===== src/rtl/bht_sat2_if.sv =====
// ---------------------------------------------------------------------------
// bht_sat2_if
//   Bundles the branch-history-table signals exchanged between the fetch
//   frontend / execute feedback path and the table itself.
//
//   master : the frontend side. It drives the lookup address, the flush and
//            debug controls, and resolved-branch updates. It receives the
//            per-lane predictions.
//   slave  : the table (bht_sat2).
//
//   Signals:
//     flush_bp_i          invalidate all entries
//     debug_mode_i        suppress learning while the core is in debug mode
//     vpc_i               fetch address of the current block
//     bht_update_valid_i  a resolved conditional branch is being reported
//     bht_update_pc_i     PC of the resolved branch
//     bht_update_taken_i  resolved outcome, 1 = taken
//     bht_pred_valid_o    per-lane: entry holds learned state
//     bht_pred_taken_o    per-lane: predicted taken
// ---------------------------------------------------------------------------
interface bht_sat2_if #(
    parameter int unsigned INSTR_PER_FETCH = 2,
    parameter int unsigned VLEN            = 32
);
    logic                       flush_bp_i;
    logic                       debug_mode_i;
    logic [VLEN-1:0]            vpc_i;
    logic                       bht_update_valid_i;
    logic [VLEN-1:0]            bht_update_pc_i;
    logic                       bht_update_taken_i;
    logic [INSTR_PER_FETCH-1:0] bht_pred_valid_o;
    logic [INSTR_PER_FETCH-1:0] bht_pred_taken_o;

    modport master (
        output flush_bp_i,
        output debug_mode_i,
        output vpc_i,
        output bht_update_valid_i,
        output bht_update_pc_i,
        output bht_update_taken_i,
        input  bht_pred_valid_o,
        input  bht_pred_taken_o
    );

    modport slave (
        input  flush_bp_i,
        input  debug_mode_i,
        input  vpc_i,
        input  bht_update_valid_i,
        input  bht_update_pc_i,
        input  bht_update_taken_i,
        output bht_pred_valid_o,
        output bht_pred_taken_o
    );
endinterface


===== src/rtl/bht_sat2.sv =====
// ---------------------------------------------------------------------------
// bht_sat2
//   Untagged branch history table with one 2-bit saturating direction counter
//   and one valid bit per 16-bit instruction slot. Each fetch block maps to one
//   row, and every lane of that row is reported combinationally. Resolved
//   branches train a single entry per cycle.
//
//   Ports:
//     clk_i   core clock; all state changes on the rising edge
//     rst_i   asynchronous, active-high reset (clears valid bits and counters)
//     bus     bht_sat2_if.slave: lookup address, flush, debug, update channel,
//             and per-lane prediction outputs
//
//   Index layout (halfword granularity):
//     pc[OFFSET +: COL_BITS]            column / lane
//     pc[OFFSET+COL_BITS +: ROW_BITS]   row
//     Higher PC bits are ignored, so aliasing between addresses is accepted.
// ---------------------------------------------------------------------------
module bht_sat2 #(
    parameter int unsigned NR_ENTRIES      = 32,
    parameter int unsigned INSTR_PER_FETCH = 2,
    parameter int unsigned VLEN            = 32
) (
    input  logic          clk_i,
    input  logic          rst_i,
    bht_sat2_if.slave     bus
);
    localparam int unsigned OFFSET   = 1;
    localparam int unsigned NR_ROWS  = NR_ENTRIES / INSTR_PER_FETCH;
    localparam int unsigned COL_BITS = $clog2(INSTR_PER_FETCH);
    localparam int unsigned ROW_BITS = $clog2(NR_ROWS);
    localparam int unsigned IDX_BITS = COL_BITS + ROW_BITS;

    // Elaboration-time parameter sanity checks.
    if (INSTR_PER_FETCH < 2 || (INSTR_PER_FETCH & (INSTR_PER_FETCH - 1)) != 0) begin : g_chk_ipf
        $error("bht_sat2: INSTR_PER_FETCH must be a power of two >= 2");
    end
    if (NR_ENTRIES < 4 || (NR_ENTRIES & (NR_ENTRIES - 1)) != 0) begin : g_chk_entries
        $error("bht_sat2: NR_ENTRIES must be a power of two >= 4");
    end
    if ((NR_ENTRIES % INSTR_PER_FETCH) != 0 || NR_ROWS < 2) begin : g_chk_rows
        $error("bht_sat2: NR_ENTRIES must be a multiple of INSTR_PER_FETCH with at least two rows");
    end
    if (VLEN <= OFFSET + IDX_BITS) begin : g_chk_vlen
        $error("bht_sat2: VLEN too narrow for the table index");
    end

    // Entry index is {row, col}, i.e. row*INSTR_PER_FETCH + col.
    logic [NR_ENTRIES-1:0]      valid_reg;
    logic [NR_ENTRIES-1:0][1:0] cnt_reg;

    logic [IDX_BITS-1:0] upd_idx;
    logic [ROW_BITS-1:0] lookup_row;
    logic                upd_en;
    logic [1:0]          cnt_old;
    logic [1:0]          cnt_next;

    assign upd_idx    = bus.bht_update_pc_i[OFFSET+IDX_BITS-1:OFFSET];
    assign lookup_row = bus.vpc_i[OFFSET+IDX_BITS-1:OFFSET+COL_BITS];

    // Flush wins over a coincident update; debug mode freezes learning.
    assign upd_en = bus.bht_update_valid_i & ~bus.debug_mode_i & ~bus.flush_bp_i;

    // Saturating counter step. A freshly learned entry starts weakly biased
    // toward the observed outcome, so stale counter bits left behind by a
    // flush are never observed.
    always_comb begin
        cnt_old  = cnt_reg[upd_idx];
        cnt_next = cnt_old;
        if (!valid_reg[upd_idx]) begin
            cnt_next = bus.bht_update_taken_i ? 2'b10 : 2'b01;
        end else if (bus.bht_update_taken_i) begin
            if (cnt_old != 2'b11) begin
                cnt_next = cnt_old + 2'd1;
            end
        end else begin
            if (cnt_old != 2'b00) begin
                cnt_next = cnt_old - 2'd1;
            end
        end
    end

    always_ff @(posedge clk_i or posedge rst_i) begin
        if (rst_i) begin
            valid_reg <= '0;
            cnt_reg   <= '0;
        end else if (bus.flush_bp_i) begin
            valid_reg <= '0;
        end else if (upd_en) begin
            valid_reg[upd_idx] <= 1'b1;
            cnt_reg[upd_idx]   <= cnt_next;
        end
    end

    // Lookup: every lane of the addressed row is reported. Lanes below the
    // fetch offset are not masked here; the consumer does that.
    for (genvar gi = 0; gi < INSTR_PER_FETCH; gi++) begin : g_lane
        logic [IDX_BITS-1:0] lane_idx;
        assign lane_idx = {lookup_row, COL_BITS'(gi)};
        assign bus.bht_pred_valid_o[gi] = valid_reg[lane_idx];
        assign bus.bht_pred_taken_o[gi] = valid_reg[lane_idx] & cnt_reg[lane_idx][1];
    end

    // Address bits outside the index fields carry no information for the table.
    logic unused_pc_bits;
    assign unused_pc_bits = ^{bus.vpc_i[VLEN-1:OFFSET+IDX_BITS],
                              bus.vpc_i[OFFSET+COL_BITS-1:0],
                              bus.bht_update_pc_i[VLEN-1:OFFSET+IDX_BITS],
                              bus.bht_update_pc_i[OFFSET-1:0]};
endmodule


===== src/flat_wrapper.sv =====
// flat-port wrapper written by rule: the top's interface ports become plain ports
module bht_sat2_flat 
#(
    parameter int unsigned NR_ENTRIES      = 32,
    parameter int unsigned INSTR_PER_FETCH = 2,
    parameter int unsigned VLEN            = 32
)
  (clk_i, rst_i, bus_flush_bp_i, bus_debug_mode_i, bus_vpc_i, bus_bht_update_valid_i, bus_bht_update_pc_i, bus_bht_update_taken_i, bus_bht_pred_valid_o, bus_bht_pred_taken_o);
  bht_sat2_if #(.INSTR_PER_FETCH(INSTR_PER_FETCH), .VLEN(VLEN)) bus_i ();
  input  logic clk_i;
  input  logic rst_i;
  input wire logic [$bits(bus_i.flush_bp_i)-1:0] bus_flush_bp_i;
  input wire logic [$bits(bus_i.debug_mode_i)-1:0] bus_debug_mode_i;
  input wire logic [$bits(bus_i.vpc_i)-1:0] bus_vpc_i;
  input wire logic [$bits(bus_i.bht_update_valid_i)-1:0] bus_bht_update_valid_i;
  input wire logic [$bits(bus_i.bht_update_pc_i)-1:0] bus_bht_update_pc_i;
  input wire logic [$bits(bus_i.bht_update_taken_i)-1:0] bus_bht_update_taken_i;
  output wire logic [$bits(bus_i.bht_pred_valid_o)-1:0] bus_bht_pred_valid_o;
  output wire logic [$bits(bus_i.bht_pred_taken_o)-1:0] bus_bht_pred_taken_o;
  assign bus_i.flush_bp_i = bus_flush_bp_i;
  assign bus_i.debug_mode_i = bus_debug_mode_i;
  assign bus_i.vpc_i = bus_vpc_i;
  assign bus_i.bht_update_valid_i = bus_bht_update_valid_i;
  assign bus_i.bht_update_pc_i = bus_bht_update_pc_i;
  assign bus_i.bht_update_taken_i = bus_bht_update_taken_i;
  assign bus_bht_pred_valid_o = bus_i.bht_pred_valid_o;
  assign bus_bht_pred_taken_o = bus_i.bht_pred_taken_o;
  bht_sat2 #(.NR_ENTRIES(NR_ENTRIES), .INSTR_PER_FETCH(INSTR_PER_FETCH), .VLEN(VLEN)) u_core (.clk_i(clk_i), .rst_i(rst_i), .bus(bus_i));
endmodule

===== config.mk =====
export PLATFORM = sky130hd
export DESIGN_NAME = bht_sat2_flat
export DESIGN_NICKNAME = d
export VERILOG_FILES = /design/src/rtl/bht_sat2_if.sv /design/src/rtl/bht_sat2.sv /design/src/flat_wrapper.sv
export SDC_FILE = /design/constraint.sdc
export NUM_CORES = 1
export LEC_CHECK = 0
export CORE_UTILIZATION = 43
export CTS_BUF_LIST = sky130_fd_sc_hd__clkbuf_8
export CTS_CLUSTER_DIAMETER = 50
export DETAILED_ROUTE_END_ITERATION = 12
export MAX_ROUTING_LAYER = met4
export PLACE_DENSITY_LB_ADDON = 0.2
export SYNTH_ARGS = -nofsm -noshare
export SYNTH_HDL_FRONTEND = slang
export SYNTH_SLANG_ARGS = --single-unit

===== constraint.sdc =====
create_clock -name clk_i -period 11.7 [get_ports clk_i]
set_clock_uncertainty 0.15 [all_clocks]
set_input_delay 2.925 -clock clk_i [delete_from_list [all_inputs] [get_ports clk_i]]
set_output_delay 2.925 -clock clk_i [all_outputs]
set_load 0.02 [all_outputs]

# Word level (Yosys, flattened, before mapping)
# Index checks and enable logic that the tools add are counted.
[word_totals]
ram_bits = 0
rom_bits = 0
elab_cells = 75
out_inout_bits = 4
register_bits = 96
in_bits = 70
latchBits = 0
mem_count = 0
[classes]
n_shift = 0
reduce_logical = 4
n_div = 0
bitwise = 7
addsub = 2
multipliers = 0
n_lt_le_gt_ge = 4
muxes = 24
eq_ne = 1
[ops]
columns = ["cell", "n"]
rows = [
  ["$bwmux 64", 1],
  ["$mux 32", 2],
  ["$or 32x32->32", 1],
  ["$lt 5x6->1 const B", 3],
  ["$mux 2", 9],
  ["$bmux 2 s4", 2],
  ["$bmux 2 s5", 1],
  ["$demux 2 s5", 1],
  ["$bmux 1 s4", 2],
  ["$bmux 1 s5", 1],
  ["$demux 1 s5", 1],
  ["$ge 5x1->1 const B", 1],
  ["$and 1x1->1", 4],
  ["$mux 1", 4],
  ["$reduce_bool 2->1", 2],
  ["$add 2x1->2 const B", 1],
  ["$ne 2x2->1 const B", 1],
  ["$not 1->1", 2],
  ["$reduce_and 2->1", 1],
  ["$sub 2x1->2 const B", 1],
  ["$logic_and 1x1->1", 1],
]

# Depth between registers and ports, before layout
[depth]
depth_word = 7
mapped_depth = 11
mapped_depth_nobuf = 7

# Worst setup path before layout
# Ideal clock, no wire load.
[synth_path]
path_type = "input port to output port"
start = "input port bus_vpc_i[2]"
end = "output port bus_bht_pred_taken_o[0]"
path_stages = 5
required_time_ns = 8.625
path_slack_ns = 3.675
n_path_buf = 2
arrival_time_ns = 4.950
path_cell_list = "clkbuf_1 -> buf_2 -> mux4_2 -> mux4_2 -> and2_1"
[synth_between]
elab_chain_cells = 3
word_cells_on_any_way = 5
classes_between = "4 x mux; 1 x bitwise"
[synth_lines]
columns = ["element", "line", "source"]
rows = [
  ["start, declared", "flat_wrapper.sv:14", "input wire logic [$bits(bus_i.vpc_i)-1:0] bus_vpc_i;"],
  ["$bmux 1 s4", "--", ""],
  ["$mux 1", "--", ""],
  ["named net bus_bht_pred_valid_o[0]", "flat_wrapper.sv:18", "output wire logic [$bits(bus_i.bht_pred_valid_o)-1:0] bus_bht_pred_valid_o;"],
  ["$and 1x1->1", "bht_sat2.sv:101", "assign bus.bht_pred_taken_o[gi] = valid_reg[lane_idx] & cnt_reg[lane_idx][1];"],
  ["end, declared", "flat_wrapper.sv:19", "output wire logic [$bits(bus_i.bht_pred_taken_o)-1:0] bus_bht_pred_taken_o;"],
]
# The timed path passes the listed nets, and every way through them passes these cells. The select of a mux whose other input is x is not followed.

# Final worst setup path
[layout_path]
start = "input port bus_vpc_i[2]"
end = "output port bus_bht_pred_taken_o[0]"
[layout_between]
elab_chain_cells = 3
word_cells_on_any_way = 5
classes_between = "4 x mux; 1 x bitwise"
[layout_lines]
columns = ["element", "line"]
rows = [
  ["$bmux 1 s4 or $bmux 2 s4 (tied branches)", "bht_sat2.sv:101"],
  ["$mux 1 (implied by the code) or $mux 2 (tied branches)", "bht_sat2.sv:101"],
  ["$and 1x1->1 (*)", "bht_sat2.sv:101"],
]
# Every way passes the cells marked *; elsewhere a longest branch is shown, timed or not. The select of a mux whose other input is x is not followed.

==> results.tsv <==
metric	value	unit
synthCells	519	
vias_per_cell	5.74	
hp-class	reg -> reg	
finalSetupViolations	0	
cts_buffers	9	
port-buffer-count	18	
p_total	0.753	mW
peakVddDrop	51.6	uV
num_vias	3969	
synthArstFlopShare	100	%
place.gp.congestion	0.946	
grt_max_degree	61	
start_util	44.5	%
gr-total-overflow	0	
layout_common_cells	dfrtp_1, nand2_1, nor2_1	
status	completed	
period_share	73.6	%
dr.first_iter.drc_count	291	
cp.arrival	5.53	ns
final_common_cell	dfrtp_1	
worst_slack	3.09	ns
maxSlewViolCount	0	
grt.busiest_layer	met2	
antenna_found_initial	0	
grtUsageMet3	3.72	%
cts_tree	built	
fin_setup_tns	0	ns
dieWidth	114	um
path_clk_slew	0.09	ns
finalHoldViolations	0	
pwr_density_cell	130	nW/um2
synth_edf_count	0	
grt_pass1_vias	3997	
drtAntennaViolNets	0	
htreeDepth	3	
ys_seq_area_share	44.8	%
cts_max_path_buffers	2	
worst_slew_pin_slew	1.31	ns
routedWlPerCell	20.2	um
cts_sinks	96	
crit_fanout	16	
drive_gt1_share	17.2	%
insertion_delay	0.40	ns
use_met2	35.3	%
path_class	in -> out	
core	12100	um2
ys_warn_count	0	
synth-main-ff-cell	dfrtp_1	
period_needed	8.61	ns
required	8.63	ns
syn_area	5360	um2
die-height	114	um
largest_reg_flops	64	
p_leak	2.63	nW
critical_path.startpoint_type	input pin	
synth_fp_nets	589	
ioPinCount	74	
fmax	116	MHz
drv_cap	0	
finalWirelength	14000	um
cts_resized	0	
use_met1	34.3	%
fill_cells	1138	
num_rows	40	
rsz0062_at_grt	false	
grt_pass1_wl	22700	um
place_ws	3.08	ns
diodes	0	
synth_cell_types	39	
root_buffer	clkbuf_8	
hold_buffers	0	
track_usage	24.5	%
whs	0.340	ns
cts_setup_buffers	0	
syn_area_per_cell	10.3	um2
die_area	12900	um2
finalNetCount	589	
drc	0	
dr.pass1.iters	5	
setup.worst_path.end_class	output port	
synthToLayoutAreaGrowth	7.91	%
slew_headroom	12.3	%
hpwl	9720	um
synth.ff_latch_count	96	
## per-stage QoR
stage,util (%),area (um2),std cells
floorplan,-,5360,519
global placement,46.1,5570,676
detailed placement,46.1,5570,676
CTS,48.0,5790,692
global route,48.0,5790,692
finish,48.0,5790,692
## worst max-delay path, cell delays in order
cell and delay, ns:
clkdlybuf4s50_1 0.45, buf_4 0.31, mux4_2 0.59, mux4_2 0.53, and2_1 0.17, clkdlybuf4s50_1 0.53
## final timing paths
kind | from | to | slack [ns] | depth (start not counted)
min in group asynchronous | rst_i | u_core.cnt_reg[26] | 2.75 | 2
max in group asynchronous | rst_i | u_core.cnt_reg[59] | 7.51 | 3
hold reg to reg | u_core.cnt_reg[28] | u_core.cnt_reg[28] | 0.34 | 2
setup / recovery | bus_vpc_i[2] | bus_bht_pred_taken_o[0] | 3.09 | 6
setup reg to reg | u_core.valid_reg[5] | u_core.cnt_reg[23] | 9.11 | 7
hold / removal | u_core.cnt_reg[28] | u_core.cnt_reg[28] | 0.34 | 2
## final cells by class
class                   count  area (um2)  area share (%)
clock buffers              10         138            2.38
clock inverters             6        82.6            1.43
flip-flops and latches     96        2400            41.5
repair buffers             22         205            3.55
multi-input cells         374        2690            46.4
well taps                 168         210            3.63
inverters                  16        62.6            1.08
## cell usage after synthesis (all sizes together) (3+ instances only)
master  count  area, um2
dfrtp      96       2400
nand2      66        248
nor2       62        240
o21ai      41        205
mux2i      35        350
a21oi      31        268
o22ai      24        150
a21o       23        173
buf        21        169
mux4       20        450
inv        16       60.1
mux2       16        180
clkbuf     12       45.0
nand3       7       35.0
nor3        6       30.0
or4bb       6       67.6
and2        5       31.3
or4         5       41.3
nand4b      4       35.0
nor2b       4       25.0
or4b        4       40.0
and3        3       18.8
## where the power goes
group	internal (mW)	leakage [nW]	switching (mW)
combinational	0.0506	1.22	0.0769
clock	0.125	0.112	0.122
sequential	0.359	1.29	0.0197
## logic make-up after synthesis
group | Yosys count | synth area share, %
simple gates | 182 | 16.3
compound gates | 121 | 15.4
flops | 96 | 44.8
mux | 71 | 18.3
buf+inv | 49 | 5.11
## routing by layer
metal / part of all wire [%] / wire, um
met1: 47 / 6520
met2: 45 / 6330
met3: 5.4 / 754
met4: 2.8 / 391
met5: 0 / 0
Note: power is estimated with default switching activity, not from simulation.
